$ cat config.mk
export PLATFORM = sky130hd
export DESIGN_NAME = mem_arbiter
export DESIGN_NICKNAME = d
export VERILOG_FILES = /design/src/rtl/mem_arbiter.sv
export SDC_FILE = /design/constraint.sdc
export NUM_CORES = 1
export LEC_CHECK = 0
export ABC_AREA = 1
export ABC_CLOCK_PERIOD_IN_PS = 3800
export BUFFER_PORTS_ARGS = -buffer_cell sky130_fd_sc_hd__buf_2
export CORE_ASPECT_RATIO = 0.8
export CORE_MARGIN = 3
export CORE_UTILIZATION = 48
export DETAILED_ROUTE_END_ITERATION = 6
export HOLD_SLACK_MARGIN = 0.15
export PLACE_DENSITY = 0.94
export SLEW_MARGIN = 20
export SYNTH_ARGS = -nofsm -noshare
export SYNTH_HDL_FRONTEND = slang
export SYNTH_SLANG_ARGS = --single-unit
$ cat constraint.sdc
create_clock -name CLK -period 3.8 [get_ports CLK]
set_input_delay 0.19 -clock CLK [delete_from_list [all_inputs] [get_ports CLK]]
set_output_delay 0.19 -clock CLK [all_outputs]
set_load 0.05 [all_outputs]
$ cat src/rtl/mem_arbiter.sv
// Round-robin arbiter sharing the single data-memory port between the I-cache
// (read-only) and the D-cache (read/write); one block transfer at a time.
module mem_arbiter #(
  parameter int ADDR_W = 6,
  parameter int DATA_W = 32
) (
  input  logic              CLK,
  input  logic              RESET,
  input  logic              I_READ,
  input  logic [ADDR_W-1:0] I_ADDRESS,
  output logic [DATA_W-1:0] I_READDATA,
  output logic              I_BUSYWAIT,
  input  logic              D_READ,
  input  logic              D_WRITE,
  input  logic [ADDR_W-1:0] D_ADDRESS,
  input  logic [DATA_W-1:0] D_WRITEDATA,
  output logic [DATA_W-1:0] D_READDATA,
  output logic              D_BUSYWAIT,
  output logic              M_READ,
  output logic              M_WRITE,
  output logic [ADDR_W-1:0] M_ADDRESS,
  output logic [DATA_W-1:0] M_WRITEDATA,
  input  logic [DATA_W-1:0] M_READDATA,
  input  logic              M_BUSYWAIT
);

  typedef enum logic [1:0] {IDLE, SERVE_I, SERVE_D, RELEASE} state_t;

  state_t            state_q;
  logic              grant_q;      // 1 = D side owns the memory port
  logic              last_q;       // side served most recently, 1 = D
  logic              seen_busy_q;
  logic              d_wr_q;
  logic [7:0]        serve_cnt_q;
  logic [DATA_W-1:0] i_rdata_q;
  logic [DATA_W-1:0] d_rdata_q;

  logic i_req;
  logic d_req;
  logic grant_d;

  assign i_req   = I_READ;
  assign d_req   = D_READ | D_WRITE;
  assign grant_d = (i_req & d_req) ? ~last_q : d_req;

  always_ff @(posedge CLK or posedge RESET) begin
    if (RESET) begin
      state_q     <= IDLE;
      grant_q     <= 1'b0;
      last_q      <= 1'b0;
      seen_busy_q <= 1'b0;
      d_wr_q      <= 1'b0;
      serve_cnt_q <= '0;
      i_rdata_q   <= '0;
      d_rdata_q   <= '0;
    end else begin
      case (state_q)
        IDLE: begin
          if (i_req | d_req) begin
            state_q     <= grant_d ? SERVE_D : SERVE_I;
            grant_q     <= grant_d;
            d_wr_q      <= D_WRITE;
            serve_cnt_q <= '0;
          end
        end
        SERVE_I, SERVE_D: begin
          if (serve_cnt_q != 8'hFF) serve_cnt_q <= serve_cnt_q + 8'd1;
          // Memory must have acknowledged the strobe before a low busywait means done.
          if (M_BUSYWAIT) begin
            seen_busy_q <= 1'b1;
          end else if (seen_busy_q) begin
            if (state_q == SERVE_I) i_rdata_q <= M_READDATA;
            else if (!d_wr_q)       d_rdata_q <= M_READDATA;
            last_q      <= grant_q;
            seen_busy_q <= 1'b0;
            state_q     <= RELEASE;
          end
        end
        RELEASE: state_q <= IDLE;
        default: state_q <= IDLE;
      endcase
    end
  end

  // A transfer still running after 255 cycles means the memory never answered.
  always @(posedge CLK) begin
    if (!RESET && (state_q == SERVE_I || state_q == SERVE_D))
      assert (serve_cnt_q != 8'hFF);
  end

  always_comb begin
    M_READ      = 1'b0;
    M_WRITE     = 1'b0;
    M_ADDRESS   = '0;
    M_WRITEDATA = '0;
    case (state_q)
      SERVE_I: begin
        M_READ    = I_READ;
        M_ADDRESS = I_ADDRESS;
      end
      SERVE_D: begin
        M_WRITE     = D_WRITE;
        M_READ      = D_READ & ~D_WRITE;
        M_ADDRESS   = D_ADDRESS;
        M_WRITEDATA = D_WRITEDATA;
      end
      default: ;
    endcase
  end

  assign I_BUSYWAIT = i_req & ~((state_q == RELEASE) & ~grant_q);
  assign D_BUSYWAIT = d_req & ~((state_q == RELEASE) &  grant_q);
  assign I_READDATA = i_rdata_q;
  assign D_READDATA = d_rdata_q;

endmodule

==> impl_metrics.env <==
export IMPL_status="finished, final reports clean"
export IMPL_max_slew_margin_pct=39.7
export IMPL_dp_hpwl_mm=6.88
export IMPL_synth_area_leaders="dfrtp_1 53%, nand2_1 14%, inv_1 8.8%"
export IMPL_rows=26
export IMPL_rsz0062_at_grt="no"
export IMPL_synth_seq_cells=70
export IMPL_synthCells=384
export IMPL_synth_top_cell_area_share_pct=53.2
export IMPL_fmax_mhz=421
export IMPL_core_um2=6510
export IMPL_path_clk_slew_ps=80
export IMPL_hold_violations=0
export IMPL_leakagePower_nw=2.98
export IMPL_start_kind="flop"
export IMPL_clock_latency_ps=340
export IMPL_final_setup_viol_count=0
export IMPL_clock_skew_ps=12.2
export IMPL_drtIter0Drc=227
export IMPL_ys_top_cells_by_count="127 x nand2_1, 77 x inv_1, 70 x dfrtp_1"
export IMPL_fin_crit_sh_pct=62.6
export IMPL_postRouteAntennaNets=0
export IMPL_min_period_ps=2380
export IMPL_end_kind="output port"
export IMPL_num_vias=3313
export IMPL_synth_edf_count=0
export IMPL_cap_violations=0
export IMPL_ys_warn_count=0
export IMPL_grt_total_usage_pct=25.2
export IMPL_synth_async_sr_flop_share_pct=100
export IMPL_combPwrFrac_pct=60.4
export IMPL_crit_path_max_fanout=40
export IMPL_globalplace_congestion=0.914
export IMPL_drive_gt1_share_pct=40.0
export IMPL_grt_overflow=0
export IMPL_clock_sinks=70
export IMPL_routed_via_density=4.80
export IMPL_power_frac_seq_pct=25.7
export IMPL_cts_tree="built"
export IMPL_timing_hold_ws_ps=193
export IMPL_dr_pass1_iters=4
export IMPL_grt_pass1_wl_mm=15.6
export IMPL_seq_area_frac_synth_pct=53.2
export IMPL_power_density_nw_per_um2=1030
export IMPL_routedWlPerCell_um=14.5
export IMPL_synth_ff_type="dfrtp_1"
export IMPL_tns_ps=0
export IMPL_avgSynthCellArea_um2=8.58
export IMPL_required_ps=3610
export IMPL_clockBufferDepth=2
export IMPL_p_switching_mw=2.82
export IMPL_swShare_pct=57.1
export IMPL_final_util_pct=73.7
export IMPL_area_growth_pct=45.5
export IMPL_top_level_ports=188
export IMPL_die_x_um=98.6
export IMPL_initial_core_util_pct=50.7
export IMPL_peakVddDrop_uv=557
export IMPL_antenna_found_initial=0
export IMPL_ys_types=17
export IMPL_grt_pass1_vias=3203
export IMPL_nets=687
export IMPL_fill_cells=475
export IMPL_hold_class="in -> reg"
export IMPL_routed_wl_mm=10.0
export IMPL_synth_nets=471
export IMPL_cts_root_buf="clkbuf_8"
export IMPL_synth_most_common_cell="nand2_1"
export IMPL_cp_arrival_ps=2190
export IMPL_syn_cell_area_um2=3300
export IMPL_path_class="reg -> out"
export IMPL_numCtsBuffers=9
export IMPL_cts_resized=0
export IMPL_die_h_um=80.1
export IMPL_tightest_slew_ps=905
export IMPL_route_detailed_drc=0
export IMPL_finalMaxSlewViolations=0
export IMPL_internal_power_mw=2.12
export IMPL_io_buffers=187
export IMPL_h_tree_depth=3
export IMPL_pwr_share_clk_pct=13.9
export IMPL_grt_start_max_net_pins=65
export IMPL_die_area_um2=7900
export IMPL_yosysTopAreaCell="dfrtp_1"
## flip-flops by register name (all words and copies together), names as in the netlist
| name | cells |
|---|---|
| D_READDATA | 32 |
| state_q | 2 |
| d_wr_q | 1 |
| I_READDATA | 32 |
| last_q | 1 |
| seen_busy_q | 1 |
| grant_q | 1 |
## path summary, 6_finish.rpt
check,startpoint,endpoint,slack [ps],cells past startpoint
setup / recovery,state_q[0],M_ADDRESS[3],1420,5
hold / removal,D_WRITE,d_wr_q,190,3
setup reg to reg,state_q[0],D_READDATA[25],1510,5
hold reg to reg,I_READDATA[6],I_READDATA[6],480,2
max in group asynchronous,RESET,I_READDATA[28],2360,4
min in group asynchronous,RESET,D_READDATA[31],520,3
## power by group through the flow
stage                     logic [mW]  clock network (mW)  registers (mW)
after detailed placement        2.95                   0            1.26
after floorplan                 1.26                   0            2.29
after CTS                       2.97               0.697            1.26
final                           2.98               0.686            1.27
after global routing            3.15               0.738            1.31
after global placement          2.86                   0            1.25
## cell type report
class	instances	area (um^2)	area share, %
timing repair buffer	222	1280	26.8
clock buffer	10	138	2.87
inverter	77	289	6.03
antenna	1	2.50	0.0522
clock inverter	6	93.8	1.96
sequential	70	1750	36.5
tap	84	105	2.19
multi-input combinational	220	1130	23.6
## cell families after synthesis
group	after synthesis	share of synthesized area, %
flops	70	53.2
fa+ha+maj	5	1.90
buf+inv	94	12.6
compound gates	80	15.8
simple gates	135	16.6
## per-stage QoR
step                      area [um^2]  setup slack (ps)  std cells  power [mW]
after detailed placement         4220              1420        639        4.21
after CTS                        4790              1040        689        4.93
after global placement           4220              1580        639        4.11
after floorplan                  3300              1840        384        3.55
after global routing             4790              1240        689        5.20
final                            4800              1420        690        4.94
## cell usage in the layout (no fill, tap or decap)
cell and count:
inv_6 1, ha_1 4, diode_2 1, nand3_1 3, bufinv_16 2, nand2_1 127
buf_4 1, clkinvlp_4 1, clkbuf_8 10, buf_2 187, nand2_4 1, inv_2 1
clkinv_4 2, o21ai_2 32, o21ai_0 35, nor2_1 1, dfrtp_1 70, ha_2 1
dlygate4sd3_1 34, inv_1 76, a21oi_1 10, nand3_4 1, o21ai_1 3, nor2_4 2
## worst max-delay path, cell delays in order (launching register included)
cell	delay [ps]
dfrtp_1	430
inv_1	110
ha_2	640
nand2_1	120
a21oi_1	220
buf_2	310
## layer usage
metal  GRT usage (%)  vias up  part of all wire (%)
li1                -     1591                     -
met1            30.0     1560                    39
met2            44.2      134                    53
met3            6.51       28                   5.9
met4            9.69        0                   2.6
met5               0        -                     0
## repair_timing
| action | CTS | global route |
|---|---|---|
| hold buffers | 34 | 0 |
| setup buffers | 0 | 0 |
| endpoints found under the hold margin | 84 | 0 |
No activity file was read; power rests on OpenSTA's default activity.
